==> config.mk <==
export PLATFORM = sky130hd
export DESIGN_NAME = prga_fifo_rr_merger
export DESIGN_NICKNAME = d
export VERILOG_FILES = /design/src/rtl/prga_fifo_rr_merger_pkg.sv /design/src/rtl/prga_rr_picker.sv /design/src/rtl/prga_fifo_rr_merger.sv
export SDC_FILE = /design/constraint.sdc
export NUM_CORES = 1
export LEC_CHECK = 0
export BUFFER_PORTS_ARGS = -buffer_cell sky130_fd_sc_hd__buf_2
export CORE_MARGIN = 5
export CORE_UTILIZATION = 48
export DETAILED_ROUTE_END_ITERATION = 12
export GPL_TIMING_DRIVEN = 0
export HOLD_SLACK_MARGIN = 0.05
export PLACE_DENSITY = 0.83
export SLEW_MARGIN = 40
export SYNTH_ARGS = -nofsm -noshare
export SYNTH_HDL_FRONTEND = slang
export SYNTH_SLANG_ARGS = --single-unit
==> constraint.sdc <==
create_clock -name clk -period 3.1 [get_ports clk]
set_input_delay 0.62 -clock clk [delete_from_list [all_inputs] [get_ports clk]]
set_output_delay 0.62 -clock clk [all_outputs]
set_load 0.005 [all_outputs]
==> src/rtl/prga_fifo_rr_merger_pkg.sv <==
// Shared helpers for the round-robin FIFO merger: width calculation and defaults.
`default_nettype none
package prga_fifo_rr_merger_pkg;

  localparam int DEF_NUM_CH     = 4;
  localparam int DEF_DATA_WIDTH = 8;
  localparam int DEF_MAX_BURST  = 2;

  // ceil(log2(n)), never less than 1 so single-value fields still get a bit
  function automatic int clog2_min1(input int n);
    int r;
    r = 0;
    for (int i = 0; i < 31; i++) begin
      if ((1 << i) < n) r = i + 1;
    end
    return (r < 1) ? 1 : r;
  endfunction

  localparam int DEF_ID_WIDTH = clog2_min1(DEF_NUM_CH);

endpackage
`default_nettype wire

==> src/rtl/prga_rr_picker.sv <==
// Combinational wrap-around search: first requester strictly after base_i,
// ending at base_i itself.
`default_nettype none
module prga_rr_picker
  import prga_fifo_rr_merger_pkg::*;
#(
  parameter int NUM_CH   = DEF_NUM_CH,
  parameter int ID_WIDTH = DEF_ID_WIDTH
) (
  input  logic [NUM_CH-1:0]   req_i,
  input  logic [ID_WIDTH-1:0] base_i,
  output logic                found_o,
  output logic [ID_WIDTH-1:0] sel_o
);

  localparam int SW = clog2_min1(NUM_CH);

  // Scan from the farthest candidate back to the nearest so the nearest wins.
  always_comb begin
    int idx;
    idx     = 0;
    found_o = 1'b0;
    sel_o   = '0;
    for (int i = NUM_CH; i >= 1; i--) begin
      idx = int'(base_i) + i;
      if (idx >= NUM_CH) idx = idx - NUM_CH;
      if (req_i[SW'(idx)]) begin
        found_o = 1'b1;
        sel_o   = ID_WIDTH'(idx);
      end
    end
  end

endmodule
`default_nettype wire

==> src/rtl/prga_fifo_rr_merger.sv <==
// Merges NUM_CH lookahead FIFO read ports into one lookahead port with
// round-robin arbitration, burst lock and per-word source tagging.
`default_nettype none
module prga_fifo_rr_merger
  import prga_fifo_rr_merger_pkg::*;
#(
  parameter int NUM_CH     = DEF_NUM_CH,
  parameter int DATA_WIDTH = DEF_DATA_WIDTH,
  parameter int MAX_BURST  = DEF_MAX_BURST,
  parameter int ID_WIDTH   = DEF_ID_WIDTH
) (
  input  logic                         clk,
  input  logic                         rst,
  input  logic [NUM_CH-1:0]            empty_i,
  output logic [NUM_CH-1:0]            rd_i,
  input  logic [NUM_CH*DATA_WIDTH-1:0] dout_i,
  input  logic [NUM_CH-1:0]            mask,
  output logic                         empty,
  input  logic                         rd,
  output logic [DATA_WIDTH-1:0]        dout,
  output logic [ID_WIDTH-1:0]          src,
  output logic [ID_WIDTH-1:0]          owner
);

  localparam int SW = clog2_min1(NUM_CH);
  localparam int BW = clog2_min1(MAX_BURST);
  localparam logic [ID_WIDTH-1:0] OWNER_RST  = ID_WIDTH'(NUM_CH - 1);
  localparam logic [BW-1:0]       BURST_LAST = BW'(MAX_BURST - 1);

  logic                  valid_q, valid_d;
  logic [DATA_WIDTH-1:0] data_q, data_d;
  logic [ID_WIDTH-1:0]   id_q, id_d;
  logic [ID_WIDTH-1:0]   owner_q, owner_d;
  logic [BW-1:0]         burst_q, burst_d;
  logic                  held_q, held_d;

  logic [NUM_CH-1:0]     eligible;
  logic                  found;
  logic [ID_WIDTH-1:0]   pick;
  logic                  stay;
  logic                  can_load;
  logic [ID_WIDTH-1:0]   sel;
  logic [DATA_WIDTH-1:0] load_data;

  assign eligible = ~empty_i & ~mask;

  prga_rr_picker #(
    .NUM_CH   (NUM_CH),
    .ID_WIDTH (ID_WIDTH)
  ) u_picker (
    .req_i   (eligible),
    .base_i  (owner_q),
    .found_o (found),
    .sel_o   (pick)
  );

  // The reset owner holds no grant yet, so the first pick rotates to channel 0.
  assign stay     = held_q & eligible[SW'(owner_q)] & (burst_q != BURST_LAST);
  assign sel      = stay ? owner_q : pick;
  assign can_load = rst & (~valid_q | rd) & found;

  always_comb begin
    rd_i      = '0;
    load_data = '0;
    if (can_load) rd_i[SW'(sel)] = 1'b1;
    for (int k = 0; k < NUM_CH; k++) begin
      if (SW'(k) == SW'(sel)) load_data = dout_i[k*DATA_WIDTH +: DATA_WIDTH];
    end
  end

  always_comb begin
    valid_d = valid_q;
    data_d  = data_q;
    id_d    = id_q;
    owner_d = owner_q;
    burst_d = burst_q;
    held_d  = held_q;
    if (can_load) begin
      valid_d = 1'b1;
      data_d  = load_data;
      id_d    = sel;
      held_d  = 1'b1;
      if (stay) begin
        burst_d = burst_q + BW'(1);
      end else begin
        owner_d = pick;
        burst_d = '0;
      end
    end else if (rd && valid_q) begin
      valid_d = 1'b0;
    end
  end

  always_ff @(posedge clk or negedge rst) begin
    if (!rst) begin
      valid_q <= 1'b0;
      data_q  <= '0;
      id_q    <= '0;
      owner_q <= OWNER_RST;
      burst_q <= '0;
      held_q  <= 1'b0;
    end else begin
      valid_q <= valid_d;
      data_q  <= data_d;
      id_q    <= id_d;
      owner_q <= owner_d;
      burst_q <= burst_d;
      held_q  <= held_d;
    end
  end

  assign empty = ~valid_q;
  assign dout  = data_q;
  assign src   = id_q;
  assign owner = owner_q;

endmodule
`default_nettype wire

# Word-level counts from Yosys, hierarchy flattened
# Cells that the tools add are included.
# word_totals
word_cells,80
ff_bits,15
output_inout_bits,17
input_bits,43
# op_classes
eq_ne,3
n_reduce_logical,4
bitwise_logic,10
addsub,9
mux,37
order_cmp,11
# ops
operator,n
two-way mux 8 bit,4
two-way mux 2 bit,9
two-way mux 1 bit,17
less-than comparator 2 x 4 -> 1 bit (second input constant),4
binary-select mux 1 bit (select 2 bit),5
>= comparator 3 bit (second input constant),3
inverter 4 bit,2
subtractor 2 x 1 -> 2 bit (second input constant),4
adder 2 x 2 -> 3 bit (second input constant),2
less-than comparator 2 x 3 -> 1 bit (second input constant),2
adder 2 x 3 -> 4 bit (second input constant),1
bitwise AND 1 bit,4
bitwise AND 4 bit,1
equality test 2 bit (first input constant),2
>= comparator 4 x 3 -> 1 bit (second input constant),1
two-way mux 4 bit,1
adder 2 x 1 -> 3 bit (second input constant),1
demux 1 bit (select 2 bit),1
equality test 1 x 2 -> 1 bit (first input constant),1
>= comparator 2 x 1 -> 1 bit (second input constant),1
logical AND 1 bit,2
logical NOT 2 bit,1
inverter 1 bit,2
nonzero test 2 bit,1
2 further kinds,2

# Depth between registers and ports, before layout
# Gate-level depths: netlist (run 1).
# depth
depth_word,16
ltp_mapped,9
ltp_nobuf,7

# By module
# From an unflattened synthesis (run 1), not the netlist that was laid out.
# unflattened
cells_unflattened,104
area_unflattened_um2,975.9
# modules_own_cells
mod,n_inst,area_per_inst_um2,cells_per_inst,seq_area_each_um2
prga_fifo_rr_merger,1,884.6,90,377.9
prga_rr_picker,1,91.3,14,0.0

# Least setup slack after synthesis (run 1)
# OpenSTA, ideal clock, no wires.
# synth_timing
path_type,input-to-output
from,input port empty_i[2]
to,output port rd_i[1]
t_arrival_ns,2.148
cell_stages,8
t_required_ns,2.480
path_slack_ns,0.332
path_buffers,2
cell_sequence,or2_1 -> or3_1 -> a21oi_2 -> nor4b_4 -> a21o_1 -> buf_6 -> buf_6 -> nor3_1
# synth_via
elab_chain_cells,15
word_cells_on_any_way,34
cone_classes,order compare (2); mux (26); bitwise (5); reduce/logical (1)
# synth_lines
item,line,rtl
from (decl),prga_fifo_rr_merger.sv:14,"input logic [NUM_CH-1:0] empty_i,"
inverter 4 bit *,prga_fifo_rr_merger.sv:45,assign eligible = ~empty_i & ~mask;
bitwise AND 4 bit *,prga_fifo_rr_merger.sv:45,
binary-select mux 1 bit (select 2 bit),prga_rr_picker.sv:27,if (req_i[SW'(idx)]) begin
two-way mux 1 bit (not written as such) (2 in a row),prga_rr_picker.sv:27,
two-way mux 2 bit (4 in a row),prga_rr_picker.sv:27,
two-way mux 2 bit,-,
less-than comparator 2 x 3 -> 1 bit (not written as such) or >= comparator 2 x 1 -> 1 bit (tied branches),prga_fifo_rr_merger.sv:65,if (can_load) rd_i[SW'(sel)] = 1'b1;
logical AND 1 bit (not written as such),prga_fifo_rr_merger.sv:65,
two-way mux 1 bit (not written as such),prga_fifo_rr_merger.sv:65,
demux 1 bit (select 2 bit),prga_fifo_rr_merger.sv:65,
two-way mux 4 bit *,prga_fifo_rr_merger.sv:65,
to (decl),prga_fifo_rr_merger.sv:15,"output logic [NUM_CH-1:0] rd_i,"
# Every way passes the cells marked *; elsewhere a longest branch is shown, timed or not. The select of a mux whose other input is x is not followed.

# Final worst setup path (run 1)
# layout_timing
from,"register owner_q[0], in the netlist owner[0]"
to,output port rd_i[0]
# layout_via
elab_chain_cells,16
word_cells_on_any_way,48
cone_classes,add/sub (8); order compare (6); mux (30); bitwise (3); reduce/logical (1)
# layout_lines
item,line,rtl
from (decl),prga_fifo_rr_merger.sv:33,"logic [ID_WIDTH-1:0] owner_q, owner_d;"
from (signal assigned),prga_fifo_rr_merger.sv:106,owner_q <= owner_d;
adder 2 x 3 -> 4 bit,prga_rr_picker.sv:25,idx = int'(base_i) + i;
>= comparator 4 x 3 -> 1 bit or subtractor 2 x 1 -> 2 bit (tied branches),prga_rr_picker.sv:26,if (idx >= NUM_CH) idx = idx - NUM_CH;
two-way mux 2 bit,prga_rr_picker.sv:26,
binary-select mux 1 bit (select 2 bit),prga_rr_picker.sv:27,
two-way mux 1 bit (not written as such) (2 in a row),prga_rr_picker.sv:27,
two-way mux 2 bit (4 in a row),prga_rr_picker.sv:27,
two-way mux 2 bit,-,
less-than comparator 2 x 3 -> 1 bit (not written as such) or >= comparator 2 x 1 -> 1 bit (tied branches),prga_fifo_rr_merger.sv:65,
logical AND 1 bit (not written as such),prga_fifo_rr_merger.sv:65,
two-way mux 1 bit (not written as such),prga_fifo_rr_merger.sv:65,
demux 1 bit (select 2 bit),prga_fifo_rr_merger.sv:65,
two-way mux 4 bit *,prga_fifo_rr_merger.sv:65,
# Marks and branches as above.

==> impl_metrics.toml, run 1 <==
[status]
status = "complete, no violations"

[pwr]
p_switching_uw = 708.1
power_density_nw_per_um2 = 843.2
p_clk_share_pct = 7.2
ir_worst_vdd_mv = 0.5696
power.total_mw = 1.652
internal-power_uw = 944.0
comb_power_share_pct = 72.9
swShare_pct = 42.86
power_leakage_nw = 0.9423
p_seq_share_pct = 19.9

[drt]
drt-initial-drc-count = 104
viasPerCell = 6.083
drtPass1Iterations = 4
ant_nets = 0
post-route-drc-count = 0
vias = 1685
wl_per_cell_um = 17.05
routed_wl_mm = 4.724

[critical_path]
crit_required_ns = 2.48
critPathArrivalTime_ns = 2.44
worst_setup_path_start_kind = "flip-flop"
end_kind = "primary output"
crit_fanout = 8
critPathKind = "reg2out"

[logic_synthesis]
synth_common_cells = "21 x nand2_1, 14 x mux2i_1, 13 x dfrtp_1"
ys_seq_elements = 15
yosysTopAreaCell = "dfrtp_1"
syn_avg_cell_area_sq_um = 8.434
synthMostInstantiatedCell = "nand2_1"
postSynthCellCount = 166
yosysWarnings = 0
syn-num-nets = 209
syn_area_sq_um = 1400
ys_seq_area_share_pct = 26.99
synth_top_area_share_pct = 23.24
async_flop_share_pct = 100.0
ys_types = 45
yosys_most_used_dff = "dfrtp_1"
synth_area_leaders = "dfrtp_1 23%, mux2i_1 10%, nand2_1 5.6%, nand2b_1 4.0%, nor2b_1 4.0%"
synth_edf_count = 0

[die]
num_io_pins = 60
die_area_sq_um = 4097
start_util_pct = 50.34
die_h_um = 64.01
dieWidth_um = 64.01
fp.coreArea_sq_um = 2781
fp-row-count = 19

[cells_and_area]
final_layout_size_suffix_gt1_share_pct = 41.87
stdcell_count = 277
fin_util_pct = 70.45
fin_nets = 290
syn_to_final_growth_pct = 39.95
diodes = 0

[clock_tree]
numCtsBuffers = 3
clock-sinks = 15
path_clk_slew_ns = 0.10
clock_latency_ns = 0.30
cts-htree-levels = 1
cts_tree = "built"
clock-root-buffer = "clkbuf_4"
clk_path_buf_depth = 2
hold_buffers = 0

[sta]
rsz0062_at_grt = "true"
layout_min_cycle_time_ns = 3.061
finClkSkew_ns = 0.004776
slew_headroom_pct = 53.63
setup_viol = 0
slew_viol_final = 0
hold_violations = 0
tightest_slew_ns = 0.6780
max_freq_mhz = 326.7
period_share_pct = 98.75

[placed_design]
port_buffers = 59
dpl.hpwl_mm = 3.083
place_congestion = 0.8109
dp_cells = 256

[grt]
grt_pass1_vias = 1419
antenna_found_initial = 0
grt_first_pass_wirelength_mm = 6.499
grtUsageTotal_pct = 19.47
grt_overflow = 0
grt_max_degree = 17

[hold_path]
min-delay-path-class = "in2async"

[job]
cap_violations = 0
[per-stage QoR]
step / instance area [sq um] / TNS (ns) / setup WS, ns / hold WS [ns]
after floorplan: 1400 / 0 / 0.3323 / 0.3244
after global placement: 1734 / -0.9719 / -0.3582 / 0.4486
after detailed placement: 1734 / -0.9006 / -0.3395 / 0.4525
after CTS: 1802 / 0 / 0.01798 / 0.2276
after global routing: 1959 / -0.1833 / -0.05799 / 0.2441
final: 1959 / 0 / 0.03866 / 0.2220
[power groups by stage]
stage,registers [mW],clock network [mW],logic [mW]
2_1_floorplan,0.338,0,0.629
3_3_place_gp,0.330,0,0.881
3_5_place_dp,0.332,0,0.894
4_1_cts,0.328,0.119,0.935
5_1_grt,0.339,0.131,1.28
6_report,0.329,0.119,1.20
[kinds of logic after synthesis]
family / Yosys count / synth area share (%)
mux: 15 / 11.62
flops: 15 / 26.99
compound gates: 42 / 23.32
buf+inv: 14 / 5.897
simple gates: 80 / 32.17
[timing repair]
item	CTS	global route
resized for setup	6	6
setup endpoints to repair	4	4
hold endpoints to repair	0	0
pin swaps	2	3
buffers inserted	2	15
gates cloned	0	1
[worst max-delay path, stage by stage, from the launching register on]
cell	delay, ns
dfstp_2	0.56
buf_6	0.12
mux4_2	0.56
nand2_2	0.12
nor4b_4	0.21
a21o_1	0.20
buf_8	0.12
and2_1	0.13
buf_2	0.11
[metal layers]
layer	share of wire, %	track usage [%]	up-vias
met5	0	0	-
met4	2.7	8.831	0
met3	7.3	2.627	19
met2	51	31.66	86
met1	39	25.49	788
li1	-	-	792
[worst paths after layout]
check                              start        to  slack [ns]  cells after the start
worst max-delay path            owner[0]   rd_i[0]        0.04                      8
worst min-delay path                 rst   dout[4]        0.22                      1
worst max register to register  owner[0]   dout[5]        0.40                      9
worst min register to register    src[1]    src[1]        0.49                      2
max in group asynchronous            rst  owner[1]        2.57                      1
min in group clk                  src[1]    src[1]        0.49                      2
[registers in the layout (all words and copies together), names as in the netlist]
register  flops
dout          8
owner         2
src           2
burst_q       1
held_q        1
valid_q       1
[final cells by class]
type                    instances  area [sq um]
flip-flops and latches         15         377.9
multi-input cells             137         988.4
well taps                      31         38.79
plain buffers                  12         75.07
clock buffers                   3         22.52
clock inverters                 1         5.005
fillers                       234         822.0
repair buffers                 77         447.9
inverters                       1         3.754
[placed cells by master (no fill, tap or decap), drive strengths merged, types with 3 or more instances in the layout]
cell type / netlist / final
nor3: 4 / 4
and2: 3 / 3
o221ai: 6 / 6
nor2: 12 / 12
nand2: 22 / 22
or2: 3 / 3
nor4b: 4 / 4
nor2b: 9 / 9
nand2b: 9 / 9
or4: 6 / 6
o21ai: 5 / 5
clkbuf: 4 / 9
a21oi: 9 / 9
buf: 9 / 83
mux2i: 14 / 14
o2111ai: 6 / 6
dfrtp: 13 / 13
No activity file was read; power rests on OpenSTA's default activity.
==> run 2, diff against run 1 <==
--- a/config.mk
+++ b/config.mk
@@ -5,14 +5,15 @@
 export SDC_FILE = /design/constraint.sdc
 export NUM_CORES = 1
 export LEC_CHECK = 0
-export BUFFER_PORTS_ARGS = -buffer_cell sky130_fd_sc_hd__buf_2
+export BUFFER_PORTS_ARGS = -buffer_cell sky130_fd_sc_hd__clkbuf_2
 export CORE_MARGIN = 5
-export CORE_UTILIZATION = 48
+export CORE_UTILIZATION = 42
 export DETAILED_ROUTE_END_ITERATION = 12
 export GPL_TIMING_DRIVEN = 0
 export HOLD_SLACK_MARGIN = 0.05
-export PLACE_DENSITY = 0.83
+export PLACE_DENSITY = 0.82
 export SLEW_MARGIN = 40
 export SYNTH_ARGS = -nofsm -noshare
 export SYNTH_HDL_FRONTEND = slang
+export SYNTH_HIERARCHICAL = 1
 export SYNTH_SLANG_ARGS = --single-unit
==> run 2 against run 1 <==
Clock power is 6% lower. Highest routed layer unchanged. Critical endpoint is now rd_i[2]. Synthesized cell count is 37% lower. Wire length is 43% lower.
==> impl_metrics.toml, run 2 <==
[status]
status = "complete, no violations"

[cells_and_area]
most-common-layout-cells = "60 x clkbuf_2, 17 x mux2i_1, 13 x nor2_1, 13 x nand2_1, 13 x dfrtp_1"
final_layout_size_suffix_gt1_share_pct = 44.31
largest_reg_flops = 8
syn_to_final_growth_pct = 36.67
diodes = 0
fin_nets = 211
final_common_cell = "clkbuf_2"

[logic_synthesis]
syn_avg_cell_area_sq_um = 9.384
synth_edf_count = 0
synthMostInstantiatedCell = "mux2i_1"
syn-num-nets = 147
syn_area_sq_um = 975.9
async_flop_share_pct = 100.0
synth_top_area_share_pct = 33.33
ys_types = 27
yosys_most_used_dff = "dfrtp_1"
ys_seq_area_share_pct = 38.72
ys_seq_elements = 15
yosysWarnings = 6
postSynthCellCount = 104
synth_common_cells = "17 x mux2i_1, 13 x dfrtp_1, 13 x nand2_1, 13 x nor2_1, 8 x o221ai_1"
synth_area_leaders = "dfrtp_1 33%, mux2i_1 17%, o221ai_1 7.2%, dfstp_2 5.4%, nand2_1 5.0%"
yosysTopAreaCell = "dfrtp_1"

[clock_tree]
hold_buffers = 0
clock-root-buffer = "clkbuf_4"
cts-htree-levels = 1
clock_latency_ns = 0.28
cts_tree = "built"
clk_path_buf_depth = 2
clock-sinks = 15
numCtsBuffers = 3
path_clk_slew_ns = 0.09

[sta]
slew_headroom_pct = 70.77
max_freq_mhz = 336.0
rsz0062_at_grt = "false"
layout_min_cycle_time_ns = 2.977
whs_ns = 0.2508
hold_violations = 0
finClkSkew_ns = 0.002033
period_share_pct = 96.02
slew_viol_final = 0
setup_viol = 0
finalSetupTns_ns = 0
tightest_slew_ns = 0.4384

[grt]
grt_max_degree = 18
grtUsageTotal_pct = 17.48
grt_pass1_vias = 1115
grt_first_pass_wirelength_mm = 4.629
grt_overflow = 0
antenna_found_initial = 0

[job]
cap_violations = 0

[critical_path]
critPathArrivalTime_ns = 2.36
cp_slowest_cell = "dfstp_2"
crit_required_ns = 2.48
crit_path_max_incr_delay_ns = 0.63
end_kind = "primary output"
r2r.worst_path.cells = 6
crit_chain = "mux2_2, o211ai_2, mux2i_2, buf_6, inv_1, nor2_1, clkbuf_2"
crit_fanout = 10
critPathKind = "reg2out"
worst_setup_path_start_kind = "flip-flop"

[pwr]
power_density_nw_per_um2 = 735.1
ir_worst_vdd_mv = 0.4085
power_leakage_nw = 0.7237

[drt]
wl_per_cell_um = 13.82
vias = 1006
viasPerCell = 5.159
drtPass1Iterations = 4
routed_wl_mm = 2.695
drt-initial-drc-count = 16
post-route-drc-count = 0
ant_nets = 0

[die]
dieWidth_um = 58.21
die_area_sq_um = 3388
num_io_pins = 60
fp.coreArea_sq_um = 2212
fp-row-count = 17
die_h_um = 58.21
start_util_pct = 44.12

[placed_design]
port_buffers = 59
place_congestion = 0.7760
dpl.hpwl_mm = 2.219

[hold_path]
min-delay-path-class = "in2async"
==> run 2: cells by family (layout without fill, tap and decap cells) <==
kind of cell	after synthesis	count (layout)	share of synthesized area [%]
compound gates	22	22	17.18
buf+inv	9	72	4.999
flops	15	15	38.72
mux	19	19	20.00
simple gates	39	39	19.10
==> run 2: worst paths after layout <==
check                         start        to  slack (ns)
min reg2reg                  held_q    held_q        0.47
max                        owner[0]   rd_i[2]        0.12
min                             rst   dout[1]        0.25
max reg2reg                owner[0]   dout[6]        0.78
max in group asynchronous       rst  owner[1]        2.52
min in group clk             held_q    held_q        0.47
==> run 2: cell type report <==
cell class | count | area, sq um
timing repair buffer | 59 | 295.3
sequential | 15 | 377.9
clock buffer | 4 | 26.28
multi-input combinational | 80 | 549.3
inverter | 4 | 15.01
buffer | 5 | 35.03
tap | 28 | 35.03
fill | 211 | 878.3
==> run 2: per-stage QoR <==
step / cell area (sq um) / total power, mW / setup slack, ns / instances / utilization, %
floorplan: 975.9 / 0.6880 / 0.6713 / 104 / -
global placement: 1306 / 0.8488 / 0.2643 / 191 / 59.05
detailed placement: 1306 / 0.8777 / 0.1999 / 191 / 59.05
CTS: 1333 / 0.9913 / 0.1083 / 195 / 60.24
global route: 1334 / 1.057 / 0.005319 / 195 / 60.29
finish: 1334 / 0.9804 / 0.1234 / 195 / 60.29
==> run 2: critical path, delay by kind of cell (launching register included) <==
kind | cells | cell delay [ns]
compound gates | 1 | 0.20
buf+inv | 3 | 0.41
flops | 1 | 0.63
mux | 2 | 0.74
simple gates | 1 | 0.09
==> run 2: metal layers <==
| metal | vias up | global-route usage [%] | part of all wire, % |
|---|---|---|---|
| met5 | - | 0 | 0 |
| met4 | 0 | 5.960 | 0.59 |
| met3 | 2 | 3.786 | 7.4 |
| met2 | 43 | 30.65 | 52 |
| met1 | 465 | 20.99 | 40 |
| li1 | 496 | - | - |
==> run 2: where the power goes <==
group          internal [mW]  switching, mW
registers              0.285         0.0656
clock network         0.0499         0.0619
logic                  0.266          0.253
==> run 2: what timing repair did <==
action	4_1_cts	5_1_grt
buffers inserted	0	0
endpoints found under the setup margin	0	1
gates resized for setup	0	2
